`src/rtl/fetch_stage.sv`:
```
// fetch_stage: PC generation, instruction-memory requests and a small prefetch
// queue that feeds dispatch one instruction per cycle.
// Ports:
//   CLK, nRST                 clock (rising edge), async active-low reset
//   imem_ren, imem_addr       instruction read request / word-aligned address
//   ihit, imem_load           memory response strobe / instruction data
//   freeze                    dispatch stall (head entry not consumed)
//   jump, jump_target         dispatch-resolved jump
//   branch_miss, branch_target execute redirect (wins over jump)
//   halt                      stop fetching permanently (wins over redirects)
//   fetch_valid/instr/pc      queue head presented to dispatch
//   halted                    fetch stopped until reset
module fetch_stage #(
  parameter int unsigned     PC_W     = 32,
  parameter int unsigned     INSTR_W  = 32,
  parameter logic [PC_W-1:0] RESET_PC = '0,
  parameter int unsigned     QDEPTH   = 2
) (
  input  logic               CLK,
  input  logic               nRST,
  output logic               imem_ren,
  output logic [PC_W-1:0]    imem_addr,
  input  logic               ihit,
  input  logic [INSTR_W-1:0] imem_load,
  input  logic               freeze,
  input  logic               jump,
  input  logic [PC_W-1:0]    jump_target,
  input  logic               branch_miss,
  input  logic [PC_W-1:0]    branch_target,
  input  logic               halt,
  output logic               fetch_valid,
  output logic [INSTR_W-1:0] fetch_instr,
  output logic [PC_W-1:0]    fetch_pc,
  output logic               halted
);

  localparam int unsigned AW = (QDEPTH > 1) ? $clog2(QDEPTH) : 1;
  localparam int unsigned CW = AW + 1;

  typedef enum logic [1:0] {S_RUN, S_DRAIN, S_HALTED} state_t;

  state_t              r_state, w_state_nx;
  logic                r_started;
  logic                r_halt_pend, w_halt_pend_nx;
  logic [PC_W-1:0]     r_pc, w_pc_nx;
  logic [PC_W-1:0]     r_drain_addr, w_drain_addr_nx;
  logic [PC_W-1:0]     r_q_pc    [QDEPTH];
  logic [INSTR_W-1:0]  r_q_instr [QDEPTH];
  logic [AW-1:0]       r_rd_ptr, r_wr_ptr;
  logic [CW-1:0]       r_count;

  logic                w_req, w_hit, w_redirect;
  logic [PC_W-1:0]     w_target_raw, w_target;
  logic                w_push, w_pop, w_flush;

  // Request is held until ihit: in RUN the queue can only fill on ihit, and
  // DRAIN keeps presenting the captured address regardless of pc updates.
  // r_started keeps the request low while reset is asserted and for the
  // first cycle after release.
  assign w_req = r_started &&
                 (((r_state == S_RUN) && (r_count < CW'(QDEPTH))) || (r_state == S_DRAIN));
  assign w_hit        = w_req && ihit;
  assign w_redirect   = branch_miss || jump;
  assign w_target_raw = branch_miss ? branch_target : jump_target;
  assign w_target     = w_target_raw & ~PC_W'(3);

  assign imem_ren    = w_req;
  assign imem_addr   = (r_state == S_DRAIN) ? r_drain_addr : r_pc;
  assign fetch_valid = (r_count != '0);
  assign fetch_instr = r_q_instr[r_rd_ptr];
  assign fetch_pc    = r_q_pc[r_rd_ptr];
  assign halted      = (r_state == S_HALTED);

  // Next-state, pc and queue control.
  always_comb begin
    w_state_nx      = r_state;
    w_pc_nx         = r_pc;
    w_drain_addr_nx = r_drain_addr;
    w_halt_pend_nx  = r_halt_pend;
    w_push          = 1'b0;
    w_pop           = 1'b0;
    w_flush         = 1'b0;
    unique case (r_state)
      S_RUN: begin
        if (halt) begin
          w_flush         = 1'b1;
          w_halt_pend_nx  = 1'b1;
          w_drain_addr_nx = r_pc;
          w_state_nx      = (w_req && !ihit) ? S_DRAIN : S_HALTED;
        end else if (w_redirect) begin
          // Data arriving with the redirect belongs to the wrong path.
          w_flush         = 1'b1;
          w_pc_nx         = w_target;
          w_drain_addr_nx = r_pc;
          if (w_req && !ihit) w_state_nx = S_DRAIN;
        end else begin
          w_push = w_hit;
          w_pop  = (r_count != '0) && !freeze;
          if (w_hit) w_pc_nx = r_pc + PC_W'(4);
        end
      end
      S_DRAIN: begin
        if (halt)            w_halt_pend_nx = 1'b1;
        else if (w_redirect) w_pc_nx        = w_target;
        if (w_hit) w_state_nx = (r_halt_pend || halt) ? S_HALTED : S_RUN;
      end
      S_HALTED: begin
      end
      default: w_state_nx = S_RUN;
    endcase
  end

  // Control state.
  always_ff @(posedge CLK or negedge nRST) begin
    if (!nRST) begin
      r_state      <= S_RUN;
      r_started    <= 1'b0;
      r_halt_pend  <= 1'b0;
      r_pc         <= RESET_PC;
      r_drain_addr <= RESET_PC;
    end else begin
      r_state      <= w_state_nx;
      r_started    <= 1'b1;
      r_halt_pend  <= w_halt_pend_nx;
      r_pc         <= w_pc_nx;
      r_drain_addr <= w_drain_addr_nx;
    end
  end

  // Prefetch queue: flush overrides any push/pop in the same cycle.
  always_ff @(posedge CLK or negedge nRST) begin
    if (!nRST) begin
      r_rd_ptr <= '0;
      r_wr_ptr <= '0;
      r_count  <= '0;
      for (int i = 0; i < int'(QDEPTH); i++) begin
        r_q_pc[i]    <= '0;
        r_q_instr[i] <= '0;
      end
    end else if (w_flush) begin
      r_rd_ptr <= '0;
      r_wr_ptr <= '0;
      r_count  <= '0;
    end else begin
      if (w_push) begin
        r_q_pc[r_wr_ptr]    <= r_pc;
        r_q_instr[r_wr_ptr] <= imem_load;
        r_wr_ptr            <= r_wr_ptr + AW'(1);
      end
      if (w_pop) r_rd_ptr <= r_rd_ptr + AW'(1);
      unique case ({w_push, w_pop})
        2'b10:   r_count <= r_count + CW'(1);
        2'b01:   r_count <= r_count - CW'(1);
        default: r_count <= r_count;
      endcase
    end
  end

endmodule

```
`config.mk`:
```
export PLATFORM = sky130hd
export DESIGN_NAME = fetch_stage
export DESIGN_NICKNAME = d
export VERILOG_FILES = /design/src/rtl/fetch_stage.sv
export SDC_FILE = /design/constraint.sdc
export NUM_CORES = 1
export LEC_CHECK = 0
export BUFFER_PORTS_ARGS = -buffer_cell sky130_fd_sc_hd__buf_2
export CAP_MARGIN = 25
export CORE_ASPECT_RATIO = 0.6
export CORE_MARGIN = 2
export CORE_UTILIZATION = 55
export CTS_BUF_LIST = sky130_fd_sc_hd__clkbuf_16
export DETAILED_ROUTE_END_ITERATION = 16
export GPL_TIMING_DRIVEN = 0
export PLACE_DENSITY = 0.79
export SLEW_MARGIN = 5
export SYNTH_ARGS = -nofsm -noshare
export SYNTH_HDL_FRONTEND = slang
export SYNTH_SLANG_ARGS = --single-unit
```
`constraint.sdc`:
```
create_clock -name CLK -period 3 [get_ports CLK]
set_clock_uncertainty 0.15 [all_clocks]
set_input_delay 0.15 -clock CLK [delete_from_list [all_inputs] [get_ports CLK]]
set_output_delay 0.15 -clock CLK [all_outputs]
set_load 0.005 [all_outputs]
```
After elaboration in Yosys (flattened, before gate mapping)
Cells that the tools add are included.
{ "totals": {"register_bits": 200, "input_bits": 103, "output_inout_bits": 99, "wordCells": 102} }
{ "op_classes": {"n_addsub": 5, "order_cmp": 4, "eq_ne": 11, "mux": 42, "bitwise_logic": 4, "n_reduce_logical": 24} }
{ "ops": {"columns": ["op", "n"], "rows": [
  ["$mux 32", 16],
  ["$bwmux 64", 2],
  ["$pmux 32 s2", 1],
  ["$add 32x3->32 const B", 1],
  ["$demux 32 s1", 1],
  ["$mux 2", 7],
  ["$mux 1", 13],
  ["$reduce_bool 2->1", 5],
  ["$ne 2x2->1 const B", 4],
  ["$logic_and 1x1->1", 6],
  ["$ne 3x3->1 const B", 2],
  ["$pmux 2 s3", 1],
  ["$reduce_and 2->1", 3],
  ["$reduce_and 5->1", 1],
  ["$eq 2x1->1 const B", 2],
  ["$eq 2x2->1 const B", 2],
  ["$ge 2x2->1 const B", 2],
  ["$not 1->2", 2],
  ["$pmux 2 s2", 1],
  ["$reduce_and 4->1", 1],
  ["$logic_or 1x1->1", 3],
  ["$ne 3x2->1 const B", 1],
  ["$reduce_bool 3->1", 1],
  ["$add 1x1->1 const B", 2],
  ["8 further kinds", 10]
]} }

Logic depth before layout (Yosys ltp)
{ "logic_depth": {"depth_word": 11, "depth_mapped": 8, "depth_no_buf": 5} }

Least setup slack after synthesis
OpenSTA, ideal clock, no wires.
{ "synth_timing": {"path_kind": "register -> register", "start": "reg r_state[0]", "end": "reg r_q_pc[40] in the netlist's numbering", "setup_time_ns": 0.125, "arrival_time_ns": 1.806, "required_time_ns": 2.725, "setup_slack_ns": 0.919, "stages_incl_launch_ff": 8, "n_path_buf": 2, "period_less_slack_ns": 2.081, "cell_sequence": "dfrtp_1 -> buf_2 -> inv_1 -> a211oi_4 -> nand2_1 -> nor2_4 -> buf_4 -> mux2_2"} }
{ "synth_via": {"elab_chain_cells": 9, "word_cells_on_any_way": 12, "cone_classes": "eq/ne: 1; mux: 4; bitwise: 1; reduce/logical: 6"} }
{ "synth_lines": {"columns": ["element", "line_no", "text"], "rows": [
  ["start, declared", "42", "state_t r_state, w_state_nx;"],
  ["start signal, assigned", "122", "r_state <= w_state_nx;"],
  ["$logic_not 2->1", "61, 83", null],
  ["$logic_and 1x1->1", "61", "(((r_state == S_RUN) && (r_count < CW'(QDEPTH))) || (r_state == S_DRAIN));"],
  ["$logic_or 1x1->1", "61", null],
  ["$logic_and 1x1->1", "60", "assign w_req = r_started &&"],
  ["$logic_and 1x1->1", "62", "assign w_hit = w_req && ihit;"],
  ["$mux 1", "90", "end else if (w_redirect) begin"],
  ["$mux 1", "85", "if (halt) begin"],
  ["$mux 1", "83", "unique case (r_state)"],
  ["$reduce_and 2->1 (no source line) (*)", null, null],
  ["end signal, assigned by index", "146", "r_q_pc[r_wr_ptr] <= r_pc;"],
  ["end, declared", "47", "logic [PC_W-1:0] r_q_pc [QDEPTH];"]
]} }
Every way passes the cells marked *; elsewhere a longest branch is shown, timed or not.
A chain may end at the register's enable or synchronous reset.

Final worst setup path
{ "layout_timing": {"start": "reg r_state[0]", "end": "out imem_addr[23]"} }
{ "layout_via": {"elab_chain_cells": 2} }
{ "layout_lines": {"columns": ["element", "line_no", "text"], "rows": [
  ["$eq 2x1->1", "68", "assign imem_addr = (r_state == S_DRAIN) ? r_drain_addr : r_pc;"],
  ["$mux 32", "68", null],
  ["end, declared", "22", "output logic [PC_W-1:0] imem_addr,"]
]} }
No other way between the ends.

==> out/results.ini <==
[finish]
post-route-util_pct=69.8
area.growth.synth_to_final_pct=23.7
final_net_count=1213
antenna_cells=0
drive_gt1_share_pct=41.4

[power_and_ir_drop]
peakVddDrop_v=0.000414
p_comb_share_pct=28.9
total_power_w=0.00817
p_int_w=0.00529
switching_power_w=0.00288
leakagePower_nw=6.06
power_frac_clock_pct=28.7
power_frac_seq_pct=42.4
sw_frac_of_total_pct=35.2
p_per_area_mw_per_mm2=680

[floorplanning]
core_mm2=0.0172
rows=37
die_x_um=176
fp.dieH_um=107
die-area_mm2=0.0188
start_util_pct=56.4
pin_count=202

[critical_path]
timing.critical_path.to=imem_addr[23]
cp.required_ps=2700
arrival_ps=2470
worst_setup_path_end_kind=primary output
r2r-end=r_pc[9]
crit_path_start=r_state[0]
start_kind=flop
reg2reg_from=r_pc[8]
rrSetupSlack_ps=450
critPathMaxFanout=10
r2r_cells=6
critical_path_class=reg2out

[global_route]
grt.overflow.total=0
grt_pass1_wl_um=41800
grtUsageTotal_pct=28.9
grt_max_degree=112
grt_pass1_vias=7675
antenna_found_initial=0

[synthesis]
synth_mux_area_share_pct=26.2
synth_compound_area_share_pct=8.28
post-synth-top-area-cell=dfrtp_1
synthAdderAreaFrac_pct=0.129
synth_edf_count=0
yosysMostFrequentCell=dfrtp_1
post-synth-top-area-fraction_pct=49.5
synth_area_leaders=dfrtp_1 (49%), mux2_2 (22%), nand2_1 (4.4%)
netlist_instances=853
synth_area_mm2=0.00971
synth_flop_cell=dfrtp_1
synth_top_family_by_area=multiplexers
synth.avg_cell_area_um2=11.4
synth_cell_types=64
synth-seq-cells=192
synthXorXnorAreaFrac_pct=0.270
yosys_warnings=0
ys_seq_area_share_pct=49.5
synth_common_cells=dfrtp_1 (192), mux2_2 (190), nand2_1 (113)
synthSimpleGateAreaFrac_pct=11.6
async_reset_ff_share_pct=100

[sta]
setup_slack_ps=226
min_period_ps=2770
max_freq_mhz=360
tightestPinTransition_ps=848
holdWs_ps=15.5
finalHoldViolCount=0
slew_headroom_pct=43.5
drv_slew=0
setup_viol=0
rsz0062_at_grt=false
fin_crit_sh_pct=92.5
fin_setup_tns_ps=0

[routing]
wl_per_cell_um=19.5
vias=7858
drtIter0Drc=708
antenna_left=0
wirelength_um=26400
drtPass1Iterations=5
drc=0
via_per_inst=5.79

[clock_network]
clock_path_buffers=2
cts.repair.resized=0
clkTransAtPathRegs_ps=80
h-tree-depth=4
clk_latency_ps=430
cts_buffers=17
cts_root_buffer=clkbuf_16
cts.sinks=192
cts_tree=yes
cts_setup_buffers=0

[place]
gp_congestion=0.929
port_buffers=193
dpl.hpwl_um=18500
post-place-ws_ps=517

[hold_path]
hp-class=in2reg

[run_status]
outcome=finished clean

[flow_run]
maxCapViolations=0

## worst max-delay path, cell delays in order (launching register included)
cell	delay [ps]
dfrtp_1	320
buf_2	180
nor2b_1	130
buf_2	290
buf_1	550
mux2_2	430
buf_2	130
## cell usage in the layout, fill, tap and decap left out, types with 11 or more instances in the layout
master         count
a21oi_1           35
buf_2            213
buf_4             11
clkbuf_1          31
clkbuf_16         17
dfrtp_1          192
dlygate4sd3_1     39
mux2_1            26
mux2_2           190
mux2i_1           11
nand2_1          113
nand3_1           20
nor2_1            23
nor2b_1           11
nor3_1            15
o21ai_0           19
## worst min path at each step
stage,startpoint,to,depth (start not counted)
finish,branch_target[11],r_pc[11],4
global route,branch_target[11],r_pc[11],4
CTS,branch_target[11],r_pc[11],4
detailed placement,nRST,r_q_pc[52],1
global placement,imem_load[17],r_q_instr[17],2
floorplan,nRST,r_count[0],0
## power by group through the flow
stage | Combinational, W | Sequential (W) | Clock [W]
after floorplan | 0.00147 | 0.00336 | 0
after global placement | 0.00220 | 0.00346 | 0
after detailed placement | 0.00227 | 0.00348 | 0
after CTS | 0.00233 | 0.00344 | 0.00235
after global routing | 0.00260 | 0.00352 | 0.00246
final | 0.00236 | 0.00346 | 0.00235
## state kept, by name, indices dropped and copies added, names as in the netlist
signal        count
r_started         1
r_state           2
r_wr_ptr          1
r_q_pc           60
r_rd_ptr          1
r_pc             30
r_count           2
r_q_instr        64
r_drain_addr     30
r_halt_pend       1
## routing by layer
layer | share of wire, % | up-vias | global-route usage, %
li1 | - | 3551 | -
met1 | 48 | 3855 | 44.3
met2 | 41 | 406 | 41.0
met3 | 9.4 | 46 | 7.23
met4 | 1.4 | 0 | 6.91
met5 | 0 | - | 0
## cell families (layout without fill, tap and decap cells)
group	count (synthesis)	after routing
flip-flops	192	192
buffers and inverters	81	347
multiplexers	227	227
AO/OA/AOI/OAI	118	118
XOR/XNOR	3	3
adder cells (fa/ha/maj)	1	1
AND/OR/NAND/NOR	229	229
other	2	5
## through the flow
stage          instances  area [um^2]
6_report            1356        12000
5_1_grt             1356        12000
4_1_cts             1355        12000
3_5_place_dp        1284        11000
3_3_place_gp        1283        11000
2_1_floorplan        856         9730
## repair_timing
action                                  4_1_cts  5_1_grt
endpoints found under the setup margin        0        0
endpoints found under the hold margin       179        0
hold buffers                                 39        0
## layout make-up
type | instances | area (um^2)
Multi-Input combinational cell | 583 | 4530
Tap cell | 234 | 293
Timing Repair Buffer | 234 | 1400
Inverter | 8 | 30.0
Clock buffer | 17 | 425
Fill cell | 1337 | 5200
Buffer | 73 | 358
Clock inverter | 15 | 174
Sequential cell | 192 | 4800
Power figures use the tool's default switching activity.
